--- config.mk ---
export PLATFORM = sky130hd
export DESIGN_NAME = axi_lite_master_arbiter
export DESIGN_NICKNAME = d
export VERILOG_FILES = /design/src/rtl/axi_lite_master_arbiter.sv
export SDC_FILE = /design/constraint.sdc
export NUM_CORES = 1
export LEC_CHECK = 0
export CORE_AREA = 3 3 127 129
export CTS_CLUSTER_SIZE = 40
export DETAILED_ROUTE_END_ITERATION = 8
export DIE_AREA = 0 0 130 132
export GPL_ROUTABILITY_DRIVEN = 0
export MAX_ROUTING_LAYER = met4
export PLACE_DENSITY = 0.76
export SYNTH_ARGS = -nofsm -noshare
export SYNTH_HDL_FRONTEND = slang
export SYNTH_SLANG_ARGS = --single-unit
--- constraint.sdc ---
create_clock -name axi_aclk -period 3.97 [get_ports axi_aclk]
set_clock_uncertainty 0.15 [all_clocks]
set_input_delay 0.397 -clock axi_aclk [delete_from_list [all_inputs] [get_ports axi_aclk]]
set_output_delay 0.397 -clock axi_aclk [all_outputs]
set_load 0.01 [all_outputs]
--- src/rtl/axi_lite_master_arbiter.sv ---
// axi_lite_master_arbiter
// Round-robin arbiter that shares one AXI-Lite master port between NUM_REQ
// command requesters. One command is in flight at a time: grant, issue,
// wait for the response, report it to the owner, then grant again.
//
// Optional feature macro: AXI_ARB_TIMEOUT_EN
//   Defined   : a watchdog aborts a stuck transaction after TIMEOUT_CYCLES
//               cycles in ISSUE/RESP, reports SLVERR and sets timeout_flag.
//   Undefined : no watchdog; timeout_flag is tied low.
//
// Handshake semantics: a transfer on any valid/ready pair happens on the
// rising edge of axi_aclk where both valid and ready are high. A valid, once
// raised, stays high until its transfer. req_ready/rsp_valid are one-cycle
// pulses with no backpressure.
module axi_lite_master_arbiter #(
  parameter int NUM_REQ        = 2,
  parameter int AXI_ADDR_WIDTH = 32,
  parameter int AXI_DATA_WIDTH = 32,
  parameter int TIMEOUT_CYCLES = 1024
) (
  input  logic                                axi_aclk,
  input  logic                                axi_areset,
  // requester side
  input  logic [NUM_REQ-1:0]                  req_valid,
  output logic [NUM_REQ-1:0]                  req_ready,
  input  logic [NUM_REQ-1:0]                  req_write,
  input  logic [NUM_REQ*AXI_ADDR_WIDTH-1:0]   req_addr,
  input  logic [NUM_REQ*AXI_DATA_WIDTH-1:0]   req_wdata,
  output logic [NUM_REQ-1:0]                  rsp_valid,
  output logic [AXI_DATA_WIDTH-1:0]           rsp_rdata,
  output logic [1:0]                          rsp_resp,
  output logic                                busy,
  output logic                                timeout_flag,
  output logic [1:0]                          dbg_state,
  // AXI-Lite master
  output logic [AXI_ADDR_WIDTH-1:0]           m_axi_awaddr,
  output logic [2:0]                          m_axi_awprot,
  output logic                                m_axi_awvalid,
  input  logic                                m_axi_awready,
  output logic [AXI_DATA_WIDTH-1:0]           m_axi_wdata,
  output logic [AXI_DATA_WIDTH/8-1:0]         m_axi_wstrb,
  output logic                                m_axi_wvalid,
  input  logic                                m_axi_wready,
  input  logic [1:0]                          m_axi_bresp,
  input  logic                                m_axi_bvalid,
  output logic                                m_axi_bready,
  output logic [AXI_ADDR_WIDTH-1:0]           m_axi_araddr,
  output logic [2:0]                          m_axi_arprot,
  output logic                                m_axi_arvalid,
  input  logic                                m_axi_arready,
  input  logic [AXI_DATA_WIDTH-1:0]           m_axi_rdata,
  input  logic [1:0]                          m_axi_rresp,
  input  logic                                m_axi_rvalid,
  output logic                                m_axi_rready
);

  localparam int PTR_W = $clog2(NUM_REQ);

  typedef enum logic [1:0] {
    ST_IDLE  = 2'd0,
    ST_ISSUE = 2'd1,
    ST_RESP  = 2'd2,
    ST_DONE  = 2'd3
  } state_t;

  state_t state, state_n;

  logic [PTR_W-1:0]          rr_ptr;
  logic [PTR_W-1:0]          owner_q;
  logic                      write_q;
  logic [AXI_ADDR_WIDTH-1:0] addr_q;
  logic [AXI_DATA_WIDTH-1:0] wdata_q;
  logic                      awvalid_q;
  logic                      wvalid_q;
  logic                      arvalid_q;

  logic [PTR_W-1:0]          grant_idx;
  logic                      grant_found;
  logic                      grant_fire;
  logic [PTR_W:0]            cand_sum;
  logic [PTR_W-1:0]          cand;

  logic                      aw_left;
  logic                      w_left;
  logic                      ar_left;
  logic                      issue_done;
  logic                      rsp_hs;
  logic                      timeout_fire;

  // Round-robin search: first valid requester at or above rr_ptr, wrapping.
  always_comb begin
    grant_found = 1'b0;
    grant_idx   = '0;
    cand_sum    = '0;
    cand        = '0;
    for (int i = 0; i < NUM_REQ; i++) begin
      cand_sum = {1'b0, rr_ptr} + (PTR_W+1)'(i);
      if (cand_sum >= (PTR_W+1)'(NUM_REQ)) begin
        cand_sum = cand_sum - (PTR_W+1)'(NUM_REQ);
      end
      cand = cand_sum[PTR_W-1:0];
      if (!grant_found && req_valid[cand]) begin
        grant_found = 1'b1;
        grant_idx   = cand;
      end
    end
  end

  // No grant while reset is asserted, so no command can slip in during reset.
  assign grant_fire = (state == ST_IDLE) && grant_found && !axi_areset;
  assign req_ready  = grant_fire ? (NUM_REQ'(1) << grant_idx) : '0;

  // A channel is still pending when its valid is up and the slave has not taken it.
  assign aw_left    = awvalid_q && !m_axi_awready;
  assign w_left     = wvalid_q  && !m_axi_wready;
  assign ar_left    = arvalid_q && !m_axi_arready;
  assign issue_done = write_q ? (!aw_left && !w_left) : !ar_left;
  assign rsp_hs     = (state == ST_RESP) && (write_q ? m_axi_bvalid : m_axi_rvalid);

`ifdef AXI_ARB_TIMEOUT_EN
  localparam int CNT_W = $clog2(TIMEOUT_CYCLES + 1);
  logic [CNT_W-1:0] wd_cnt;
  logic             timeout_flag_q;
  logic             in_wait;

  // The watchdog only fires in a cycle that makes no forward progress, so a
  // response landing on the expiry cycle takes priority.
  assign in_wait      = ((state == ST_ISSUE) && !issue_done) ||
                        ((state == ST_RESP)  && !rsp_hs);
  assign timeout_fire = in_wait && (wd_cnt >= CNT_W'(TIMEOUT_CYCLES - 1));
  assign timeout_flag = timeout_flag_q;

  // Watchdog counter: cleared on grant, counts every ISSUE/RESP cycle.
  always_ff @(posedge axi_aclk) begin
    if (axi_areset) begin
      wd_cnt         <= '0;
      timeout_flag_q <= 1'b0;
    end else begin
      if (grant_fire) begin
        wd_cnt <= '0;
      end else if ((state == ST_ISSUE || state == ST_RESP) &&
                   (wd_cnt != CNT_W'(TIMEOUT_CYCLES))) begin
        wd_cnt <= wd_cnt + 1'b1;
      end
      if (timeout_fire) begin
        timeout_flag_q <= 1'b1;
      end
    end
  end
`else
  assign timeout_fire = 1'b0;
  assign timeout_flag = 1'b0;
`endif

  // FSM state register.
  always_ff @(posedge axi_aclk) begin
    if (axi_areset) begin
      state <= ST_IDLE;
    end else begin
      state <= state_n;
    end
  end

  // FSM next-state logic.
  always_comb begin
    state_n = state;
    unique case (state)
      ST_IDLE:  if (grant_fire) state_n = ST_ISSUE;
      ST_ISSUE: begin
        if (issue_done)        state_n = ST_RESP;
        else if (timeout_fire) state_n = ST_DONE;
      end
      ST_RESP: begin
        if (rsp_hs)            state_n = ST_DONE;
        else if (timeout_fire) state_n = ST_DONE;
      end
      ST_DONE:  state_n = ST_IDLE;
      default:  state_n = ST_IDLE;
    endcase
  end

  // Command latch, AXI valids and response capture.
  always_ff @(posedge axi_aclk) begin
    if (axi_areset) begin
      rr_ptr    <= '0;
      owner_q   <= '0;
      write_q   <= 1'b0;
      addr_q    <= '0;
      wdata_q   <= '0;
      awvalid_q <= 1'b0;
      wvalid_q  <= 1'b0;
      arvalid_q <= 1'b0;
      rsp_rdata <= '0;
      rsp_resp  <= 2'b00;
    end else begin
      if (grant_fire) begin
        owner_q   <= grant_idx;
        write_q   <= req_write[grant_idx];
        addr_q    <= req_addr[grant_idx*AXI_ADDR_WIDTH +: AXI_ADDR_WIDTH];
        wdata_q   <= req_wdata[grant_idx*AXI_DATA_WIDTH +: AXI_DATA_WIDTH];
        awvalid_q <= req_write[grant_idx];
        wvalid_q  <= req_write[grant_idx];
        arvalid_q <= !req_write[grant_idx];
        rr_ptr    <= (grant_idx == PTR_W'(NUM_REQ - 1)) ? '0 : grant_idx + 1'b1;
      end
      if (state == ST_ISSUE) begin
        awvalid_q <= aw_left && !timeout_fire;
        wvalid_q  <= w_left  && !timeout_fire;
        arvalid_q <= ar_left && !timeout_fire;
      end
      if (rsp_hs) begin
        rsp_resp  <= write_q ? m_axi_bresp : m_axi_rresp;
        rsp_rdata <= write_q ? '0 : m_axi_rdata;
      end else if (timeout_fire) begin
        rsp_resp  <= 2'b10;
        rsp_rdata <= '0;
      end
    end
  end

  assign rsp_valid     = (state == ST_DONE) ? (NUM_REQ'(1) << owner_q) : '0;
  assign busy          = (state != ST_IDLE);
  assign dbg_state     = state;

  assign m_axi_awaddr  = addr_q;
  assign m_axi_awprot  = 3'b000;
  assign m_axi_awvalid = awvalid_q;
  assign m_axi_wdata   = wdata_q;
  assign m_axi_wstrb   = '1;
  assign m_axi_wvalid  = wvalid_q;
  assign m_axi_bready  = (state == ST_RESP) && write_q;
  assign m_axi_araddr  = addr_q;
  assign m_axi_arprot  = 3'b000;
  assign m_axi_arvalid = arvalid_q;
  assign m_axi_rready  = (state == ST_RESP) && !write_q;

endmodule

==> flow_metrics.env <==
export IMPL_place_ws_ps=1078
export IMPL_holdWs_ps=347.3
export IMPL_place_area_um2=7269
export IMPL_ctsHtreeMaxLevel=3
export IMPL_nets=882
export IMPL_areaGrowthSynthToFinish_pct=77.20
export IMPL_dp_hpwl_um=11220
export IMPL_diodes=0
export IMPL_synthArstFlopShare_pct=0
export IMPL_final_cell_area_um2=7596
export IMPL_cts_resized=0
export IMPL_worst_pin_slew_ps=746.1
export IMPL_status="complete, no violations"
export IMPL_hold_buffers=0
export IMPL_synthDistinctLibCells=33
export IMPL_hold_violations=0
export IMPL_setup_ws_ps=796.4
export IMPL_period_share_pct=79.94
export IMPL_path_clk_slew_ps=70
export IMPL_period_minus_slack_ps=3174
export IMPL_holdPathEnd="m_axi_arvalid"
export IMPL_syn_area_per_cell_um2=9.633
export IMPL_yosysWarningCount=0
export IMPL_r2r_slack_ps=1430
export IMPL_setup_violations=0
export IMPL_rsz0062_at_grt="false"
export IMPL_start_kind="register"
export IMPL_cts_buffer_depth=2
export IMPL_synth_ff_type="dfxtp_1"
export IMPL_dieArea_um2=17160
export IMPL_final_cells=895
export IMPL_end_kind="output pin"
export IMPL_grt_overflow=0
export IMPL_finalWirelength_um=15520
export IMPL_cts_inserted_buffers=9
export IMPL_dp_cells=880
export IMPL_ant_nets=0
export IMPL_reg2reg_to="m_axi_araddr[30]"
export IMPL_cp_startpoint="dbg_state[0]"
export IMPL_maxSlewHeadroom_pct=50.26
export IMPL_grt_usage_pct=17.55
export IMPL_root_buffer="clkbuf_16"
export IMPL_slew_violations=0
export IMPL_ys_ff_latch=106
export IMPL_io_pins=328
export IMPL_start_util_pct=28.30
export IMPL_synth_cells=445
export IMPL_yosysSeqAreaShare_pct=49.50
export IMPL_die_h_um=132
export IMPL_antenna_found_initial=0
export IMPL_crit_path_max_fanout=66
export IMPL_final_util_pct=50.15
export IMPL_max_freq_mhz=315.1
export IMPL_min_from="m_axi_arvalid"
export IMPL_firstDrtPassIters=8
export IMPL_post_cts_setup_buffers=0
export IMPL_drc_errors=0
export IMPL_arrival_ps=2630
export IMPL_reg2regPathDepth=7
export IMPL_grt_pass1_vias=4371
export IMPL_power_density_nw_per_um2=479.6
export IMPL_ir_drop_mv=0.2676
export IMPL_grt_max_degree=67
export IMPL_vias=4459
export IMPL_final_setup_tns_ps=0
export IMPL_post_drt_via_cell_ratio=4.982
export IMPL_grt_pass1_wl_um=23100
export IMPL_cts_tree="done"
export IMPL_die_x_um=130
export IMPL_netlist_area_um2=4287
export IMPL_p_leak_nw=2.773
export IMPL_hp_class="register to register"
export IMPL_coreArea_um2=15150
export IMPL_clk_latency_ps=350
export IMPL_hold_depth=2
export IMPL_drt_iter0_drc=429
export IMPL_cp_data_required_time_ps=3420
export IMPL_portBuffers=316
export IMPL_synth_edff_count=0
export IMPL_total_power_mw=3.643
export IMPL_drive_gt1_share_pct=3.678
export IMPL_cts_sinks=106
export IMPL_cap_violations=0
export IMPL_crit_reg2reg_launch="dbg_state[0]"
export IMPL_rows=45
export IMPL_crit_type="register to output pin"
export IMPL_drt_wirelength_per_cell_um=17.34
-- area by class of cell --
type | instances | area (um2)
flip-flops and latches | 106 | 2122
clock buffers | 10 | 239.0
well taps | 188 | 235.2
multi-input cells | 259 | 1679
clock inverters | 5 | 87.58
fillers | 1408 | 7550
inverters | 6 | 22.52
repair buffers | 321 | 3211
-- worst max-delay path, stage by stage (launching register included) --
cell	delay, ps
dfxtp_1	350
inv_1	100
ha_1	190
nor2b_2	230
and3_4	710
clkdlybuf4s50_1	670
-- per-layer routing --
metal	GRT usage, %	part of all wire (%)	vias up	routed length, um
met2	29.63	51	238	7880
met1	20.43	39	2077	6090
met3	2.877	7.4	23	1151
met5	-	0	-	0
met4	7.506	2.5	0	395
li1	-	-	2121	-
-- cell families (layout without fill, tap and decap cells) --
kind of cell / count (synthesis) / in the layout / synth area share [%]
buf+inv: 89 / 342 / 12.20
mux: 5 / 5 / 1.168
fa+ha+maj: 4 / 4 / 1.168
other cells: 2 / 11 / 0.1752
simple gates: 123 / 123 / 12.14
compound gates: 116 / 116 / 23.64
flops: 106 / 106 / 49.50
-- sequential cells by signal (all words and copies together) (netlist names) --
signal and count:
m_axi_araddr 32, m_axi_wdata 32, m_axi_awvalid 1, rsp_resp 2, rr_ptr 1, owner_q 1, rsp_rdata 32, m_axi_wvalid 1
dbg_state 2, write_q 1, m_axi_arvalid 1
-- how the worst max path moves through the flow --
| stage | to |
|---|---|
| floorplan | m_axi_araddr[15] |
| global placement | req_ready[0] |
| detailed placement | req_ready[0] |
| CTS | req_ready[0] |
| global route | req_ready[0] |
| finish | req_ready[0] |
-- synthesized netlist by cell type (all sizes together), types with 4 or more instances --
cell type  number  area (um2)
dfxtp         106        2122
a21oi           6       30.03
inv             6       22.52
clkbuf         23       86.33
a222oi         64       640.6
nand2           6       22.52
nor2           99       371.6
ha              4       50.05
a22oi          32       240.2
o21ai           5       25.02
mux2i           5       50.05
nor2b           8       52.55
buf            60       414.2
-- report_power, final --
group          switching, mW  internal, mW
clock                  0.398         0.572
sequential             0.112          1.22
combinational          0.596         0.744
-- cell usage in the layout (no fill, tap or decap), types with 2 or more instances in the layout --
cell               n
a222oi_1          64
buf_4              5
and2_1             2
conb_1            11
clkdlybuf4s50_1  315
o21ai_0            4
a21oi_1            6
nand2_1            5
mux2i_1            5
nor2_1            99
a211oi_1           2
bufinv_16          2
dfxtp_1          106
ha_1               4
nor2b_1            7
clkbuf_16          9
a31o_1             2
a22oi_1           32
nand2b_1           2
inv_1              6
Power figures use the tool's default switching activity.
